===== src/rtl/ysyx_25060170_ctrl.sv =====
// Multi-cycle core controller: sequences fetch/decode/exec/mem/writeback,
// with bounded handshake waits, sticky halt/error states and perf counters.
module ysyx_25060170_ctrl #(
  parameter int unsigned TIMEOUT = 255
) (
  input  logic        clk,
  input  logic        rst_n,
  output logic        ifu_req,
  input  logic        ifu_rvalid,
  input  logic [31:0] inst_i,
  output logic [31:0] inst_o,
  input  logic        dec_regw,
  input  logic [1:0]  dec_regs,
  input  logic        dec_memwr,
  output logic        lsu_req,
  output logic        lsu_we,
  input  logic        lsu_done,
  output logic        gpr_we,
  output logic        pc_we,
  output logic        halt_o,
  output logic        err_o,
  output logic [31:0] cycle_o,
  output logic [31:0] instret_o,
  output logic [2:0]  state_o
);
  localparam logic [31:0] EBREAK = 32'h0010_0073;
  localparam int CW = $clog2(TIMEOUT + 1);
  localparam logic [CW-1:0] WAIT_LAST = CW'(TIMEOUT - 1);

  typedef enum logic [2:0] {
    S_IDLE   = 3'd0,
    S_FETCH  = 3'd1,
    S_DECODE = 3'd2,
    S_EXEC   = 3'd3,
    S_MEM    = 3'd4,
    S_WB     = 3'd5,
    S_HALT   = 3'd6,
    S_ERROR  = 3'd7
  } state_t;

  state_t        state, nxt;
  logic [CW-1:0] wait_cnt;
  logic          wait_tick;
  logic          is_mem;

  assign is_mem = (dec_regs == 2'd1) || dec_memwr;

  always_ff @(posedge clk or negedge rst_n) begin
    if (!rst_n) state <= S_IDLE;
    else        state <= nxt;
  end

  // The last permitted wait cycle still accepts a handshake; only its absence errors.
  always_comb begin
    nxt       = state;
    wait_tick = 1'b0;
    case (state)
      S_IDLE:   nxt = S_FETCH;
      S_FETCH: begin
        if (ifu_rvalid)                nxt = (inst_i == EBREAK) ? S_HALT : S_DECODE;
        else if (wait_cnt == WAIT_LAST) nxt = S_ERROR;
        else                           wait_tick = 1'b1;
      end
      S_DECODE: nxt = S_EXEC;
      S_EXEC:   nxt = is_mem ? S_MEM : S_WB;
      S_MEM: begin
        if (lsu_done)                  nxt = S_WB;
        else if (wait_cnt == WAIT_LAST) nxt = S_ERROR;
        else                           wait_tick = 1'b1;
      end
      S_WB:     nxt = S_FETCH;
      default:  nxt = state;
    endcase
  end

  // Strobes are registered from the next-state decode so they line up with WB/MEM.
  always_ff @(posedge clk or negedge rst_n) begin
    if (!rst_n) begin
      wait_cnt  <= '0;
      inst_o    <= '0;
      cycle_o   <= '0;
      instret_o <= '0;
      pc_we     <= 1'b0;
      gpr_we    <= 1'b0;
      lsu_we    <= 1'b0;
    end else begin
      cycle_o <= cycle_o + 32'd1;
      if (nxt != state)   wait_cnt <= '0;
      else if (wait_tick) wait_cnt <= wait_cnt + 1'b1;
      if (state == S_FETCH && ifu_rvalid) inst_o <= inst_i;
      if (state == S_WB) instret_o <= instret_o + 32'd1;
      pc_we  <= (nxt == S_WB);
      gpr_we <= (nxt == S_WB) && dec_regw && (inst_o[11:7] != 5'd0);
      lsu_we <= (nxt == S_MEM) && dec_memwr;
    end
  end

  assign ifu_req = (state == S_FETCH);
  assign lsu_req = (state == S_MEM);
  assign halt_o  = (state == S_HALT);
  assign err_o   = (state == S_ERROR);
  assign state_o = state;

endmodule


===== config.mk =====
export PLATFORM = sky130hd
export DESIGN_NAME = ysyx_25060170_ctrl
export DESIGN_NICKNAME = d
export VERILOG_FILES = /design/src/rtl/ysyx_25060170_ctrl.sv
export SDC_FILE = /design/constraint.sdc
export NUM_CORES = 1
export LEC_CHECK = 0
export CAP_MARGIN = 20
export CELL_PAD_IN_SITES_DETAIL_PLACEMENT = 1
export CELL_PAD_IN_SITES_GLOBAL_PLACEMENT = 1
export CORE_ASPECT_RATIO = 1.4
export CORE_MARGIN = 4
export CORE_UTILIZATION = 38
export CTS_BUF_LIST = sky130_fd_sc_hd__clkbuf_2
export DETAILED_ROUTE_END_ITERATION = 12
export PLACE_DENSITY = 0.94
export SLEW_MARGIN = 5
export SYNTH_ARGS = -nofsm -noshare
export SYNTH_HDL_FRONTEND = slang
export SYNTH_SLANG_ARGS = --single-unit

===== constraint.sdc =====
create_clock -name clk -period 2.3 [get_ports clk]
set_input_delay 0.23 -clock clk [delete_from_list [all_inputs] [get_ports clk]]
set_output_delay 0.23 -clock clk [all_outputs]
set_load 0.05 [all_outputs]

== Word level (Yosys, flattened, before mapping) ==
Index checks and enable logic that the tools add are counted.

* Add/sub/neg operators: 3
* Equality and inequality tests: 13
* Multiplexer cells: 12
* Reduce and logical (&&, ||, !) cells: 9

{| class="wikitable"
|+ Operator list
! operator !! number
|-
| $add 32x1->32 const B || 2
|-
| $eq 32x21->1 const B || 1
|-
| $eq 3x3->1 const B || 6
|-
| $mux 8 || 2
|-
| $pmux 3 s5 || 1
|-
| $mux 3 || 4
|-
| $add 8x1->8 const B || 1
|-
| $eq 8x8->1 const B || 1
|-
| $eq 3x2->1 const B || 2
|-
| $reduce_bool 5->1 || 1
|-
| $logic_and 1x1->1 || 4
|-
| $mux 1 || 4
|-
| $eq 3x1->1 const B || 1
|-
| $logic_not 3->1 || 1
|-
| $ne 3x3->1 || 1
|-
| $eq 2x1->1 const B || 1
|-
| $pmux 1 s2 || 1
|-
| $reduce_bool 2->1 || 1
|-
| $reduce_or 2->1 || 1
|-
| $logic_or 1x1->1 || 1
|}

* Register bits: 110
* Input bits: 40
* Output and inout port bits: 106
* Logic and storage cells: 45

== Longest topological paths before layout ==
* Depth in word-level cells: 7
* Mapped depth: 7
* Mapped depth without buffers: 6

== Worst setup path before layout ==
Ideal clock, no wire load.

* Path type: reg2reg
* From: reg state[0], in the netlist state_o[0]
* To: reg inst_o[0]
* Library setup time: 0.125 ns
* Data arrival time: 2.878 ns
* Data required time: 2.175 ns
* Path slack: -0.703 ns
* Stages on the path, launching flop included: 6
* Buffers on the path: 2
* Period minus slack after synthesis: 3.003 ns
* Cell sequence: dfrtp_1 -> nor3b_1 -> and2_1 -> buf_2 -> buf_2 -> mux2_2

* Cells in the longest elaborated chain, start to end: 2

{| class="wikitable"
|+ RTL lines
! item !! line !! RTL
|-
| start, declared || 41 || <nowiki>state_t state, nxt;</nowiki>
|-
| start signal, assigned || 50 || <nowiki>else state <= nxt;</nowiki>
|-
| $eq 3x1->1 || - ||
|-
| net ifu_req || 8 || <nowiki>output logic ifu_req,</nowiki>
|-
| $logic_and 1x1->1 || 90 || <nowiki>if (state == S_FETCH && ifu_rvalid) inst_o <= inst_i;</nowiki>
|-
| end signal, assigned || 90 ||
|-
| end, declared || 11 || <nowiki>output logic [31:0] inst_o,</nowiki>
|}

The timed path passes the listed nets, and every way through them passes these cells.
A chain may end at the register's enable or synchronous reset.

== Worst setup path after layout ==
* From: reg cycle_o[6]
* To: out cycle_o[6]

{| class="wikitable"
|+ RTL lines
! item !! line !! RTL
|-
| start, declared || 22 || <nowiki>output logic [31:0] cycle_o,</nowiki>
|-
| start signal, assigned || 87 || <nowiki>cycle_o <= cycle_o + 32'd1;</nowiki>
|}

No word-level cell between the ends.

==> summary.md <==
| Metric | Value |
|---|---|
| Biggest cell delay along the critical path | `840 ps` |
| Number of distinct library cells after synthesis | `44` |
| Cell-by-cell listing of the critical path | `clkdlybuf4s50_1` |
| Clk root buf | `clkbuf_2` |
| Vias per std cell | `5.44` |
| Cell types occupying the most area after synthesis | `dfrtp_1 55%, mux2_2 7.5%, xnor2_1 6.5%` |
| Remaining number of nets flagged by the antenna check after routing | `0` |
| Number of global-route vias before repair | `4568` |
| End-of-flow core utilization | `0.532` |
| Clock period minus final worst setup slack | `2200 ps` |
| Total negative slack | `0 ps` |
| R2R setup slack | `170 ps` |
| Total overflow reported by the global router | `0` |
| Placed insts | `718` |
| Std-Cell Rows | `49` |
| Final setup violation count | `0` |
| Met2 Resource Use GR | `0.374` |
| Final hold vios | `0` |
| Worst min-delay path category | `in -> async` |
| Status | `completed` |
| Count of pins on the block boundary | `146` |
| Post-Synthesis Net Count | `468` |
| Final cell count without fillers | `735` |
| Wire length of the first global-routing pass | `24.0 mm` |
| Synthesis-stage register bit count | `110` |
| Count of buffers inserted at the top-level ports | `145` |
| Clk slew on worst S/H paths | `310 ps` |
| HPWL Detailed | `11.0 mm` |
| Worst EP arrival | `1970 ps` |
| Number of buffers and inverters on the critical path | `1` |
| Worst-case vdd ir drop | `238 uV` |
| Antenna Diode Count | `0` |
| Mean cell area of the mapped netlist | `11.7 um2` |
| Sequential share of the synthesized area | `0.554` |
| DRC violations left | `0` |
| Cell family contributing the most delay on the critical path | `buffers and inverters` |
| Average detailed-routed wire length per instance | `19.4 um` |
| Die X-Extent | `105 um` |
| Number of enable-type register cells in the synthesized netlist | `0` |
| Slew HR | `0.520` |
| Final Wtd Congestion | `0.848` |
| Logic depth of the worst register-to-register path | `6` |
| Crit Reg-Reg Startpoint | `wait_cnt[0]` |
| Met3 usage | `0.0535` |
| Effective utilization at floorplan | `0.388` |
| Met1 capacity usage during global routing | `0.205` |
| Synthesized netlist cell count | `424` |
| Critical path endpoint category | `primary output` |
| Core ar. | `0.0128 mm2` |
| Area growth from synthesis to layout | `37.2%` |
| Nets | `621` |
| Critical path data required time | `2070 ps` |
| Instance area after placement | `0.00665 mm2` |
| Antenna violations before repair | `0` |
| DRT Pass-1 Iters | `4` |
| Filler instances | `1347` |
| Total count of max-transition violations in the final report | `0` |
| Leading cell type in the layout, fill and taps excluded | `clkdlybuf4s50_1` |
| Share of final-layout standard cells stronger than drive strength 1 | `0.117` |
| Max capacitance violation total | `0` |
| Critical path startpoint category | `flop` |
| Top_reg_cell synth | `dfrtp_1` |
| Cell area after technology mapping | `0.00497 mm2` |
| Largest driver fanout on the critical path | `4` |
| GR peak layer | `met2` |
| Portion of the clock cycle consumed by the worst path in the final layout | `0.955` |
| Total Routed Length | `14.2 mm` |
| Achievable Freq | `455 MHz` |
| PD cells | `440 mW/mm2` |
| Final Cell Area | `0.00682 mm2` |
| Clock tree from TritonCTS | `done` |
| Global routing usage summed across all routing layers | `0.198` |
| Total clock buffers created by CTS | `9` |
| DR vias | `3997` |
| Worst-margin pin slew | `714 ps` |
| Setup slack of the critical path after layout | `103 ps` |
| Path type of the worst setup path | `reg -> out` |
| Final clock skew | `33.6 ps` |
| Most used cells in the layout excluding fill and tap cells | `116 x clkdlybuf4s50_1, 109 x dfrtp_1, 37 x xnor2_1` |
| Placement-stage worst setup slack | `15.8 ps` |
| Number of synthesis warnings | `0` |
| Share of the synthesized area in the top cell type | `0.554` |
| Area enclosed by the die boundary | `0.0150 mm2` |
| P_leak | `3.28 nW` |
| Clock latency on the worst-skew pair | `630 ps` |
| Share of flip-flops with an asynchronous set or reset after synthesis | `1.00` |
| Critical-path cell with the highest stage delay | `clkdlybuf4s50_1` |
| Crit Reg-Reg Endpoint | `wait_cnt[5]` |
| Cell type contributing the most total cell area after synthesis | `dfrtp_1` |
| Height of the die | `143 um` |
| H-tree levels | `3` |
| Maximum buffer depth of the clock tree | `2` |
| Maximum number of pins on one net before global-route repair | `50` |
| Clk sinks | `110` |
| DRC violation total after the first TritonRoute iteration | `64` |
[flip-flops by register name, indices dropped and copies added, names as in the netlist]
name,count
lsu_we,1
inst_o,32
wait_cnt,8
state_o,3
pc_we,1
gpr_we,1
instret_o,32
cycle_o,32
[per-stage QoR]
stage          total power [mW]  hold slack [ps]
2_1_floorplan              1.98            -65.6
3_3_place_gp               2.10              219
3_5_place_dp               2.10              221
4_1_cts                    3.04             11.8
5_1_grt                    3.12             16.2
6_report                   3.00             42.4
[power breakdown]
| group | internal [mW] | leakage [nW] | switching [mW] |
|---|---|---|---|
| combinational | 0.0685 | 1.71 | 0.0600 |
| sequential | 1.94 | 1.51 | 0 |
| clock | 0.254 | 0.0680 | 0.676 |
[synthesized netlist by cell type, drive strengths merged (2+ instances only)]
master,n
nor2,13
nand2,23
xor2,24
and2,5
nor3,15
o31ai,6
nor4,12
or4,6
a21oi,11
nor4bb,2
xnor2,37
and3,7
nor3b,2
buf,9
inv,12
dfrtp,110
or3,4
and4,12
o21ai,2
mux2,33
nor4b,2
nand4,23
or3b,2
ha,4
clkbuf,5
nand2b,3
nand3,25
[per-layer routing]
| metal | part of all wire | wire (um) |
|---|---|---|
| met1 | 0.36 | 5170 |
| met2 | 0.55 | 7810 |
| met3 | 0.060 | 853 |
| met4 | 0.028 | 403 |
| met5 | 0 | 0 |
[repair_timing]
item,CTS,global route
endpoints found under the setup margin,5,19
hold endpoints to repair,106,0
resized for setup,5,19
setup buffers,0,0
hold buffers,1,0
[cell families (layout without fill, tap and decap cells)]
| kind of cell | after synthesis | in the layout | share of synthesized area |
|---|---|---|---|
| XOR/XNOR | 61 | 61 | 0.108 |
| AND/OR/NAND/NOR | 160 | 160 | 0.190 |
| AO/OA/AOI/OAI | 29 | 29 | 0.0390 |
| buffers and inverters | 26 | 184 | 0.0224 |
| flip-flops | 110 | 110 | 0.554 |
| multiplexers | 34 | 34 | 0.0768 |
| adder cells (fa/ha/maj) | 4 | 4 | 0.0101 |
[cell type report]
| type | count | area, um2 | area share |
|---|---|---|---|
| clock buffer | 9 | 45.0 | 0.00661 |
| clock inverter | 7 | 71.3 | 0.0105 |
| inverter | 12 | 45.0 | 0.00661 |
| multi-input combinational | 288 | 2130 | 0.312 |
| sequential | 110 | 2750 | 0.404 |
| tap | 153 | 191 | 0.0281 |
| timing repair buffer | 156 | 1590 | 0.232 |
[how the worst max path moves through the flow]
stage / start / end / slack, ps / cells past startpoint
after floorplan: state_o[0] / inst_o[0] / 10 / 5
after global placement: ifu_rvalid / wait_cnt[3] / 140 / 5
after detailed placement: ifu_rvalid / wait_cnt[5] / 20 / 5
after CTS: cycle_o[8] / cycle_o[8] / 8 / 1
after global routing: cycle_o[10] / cycle_o[10] / -10 / 1
final: cycle_o[6] / cycle_o[6] / 100 / 1
Note: power is estimated with default switching activity, not from simulation.
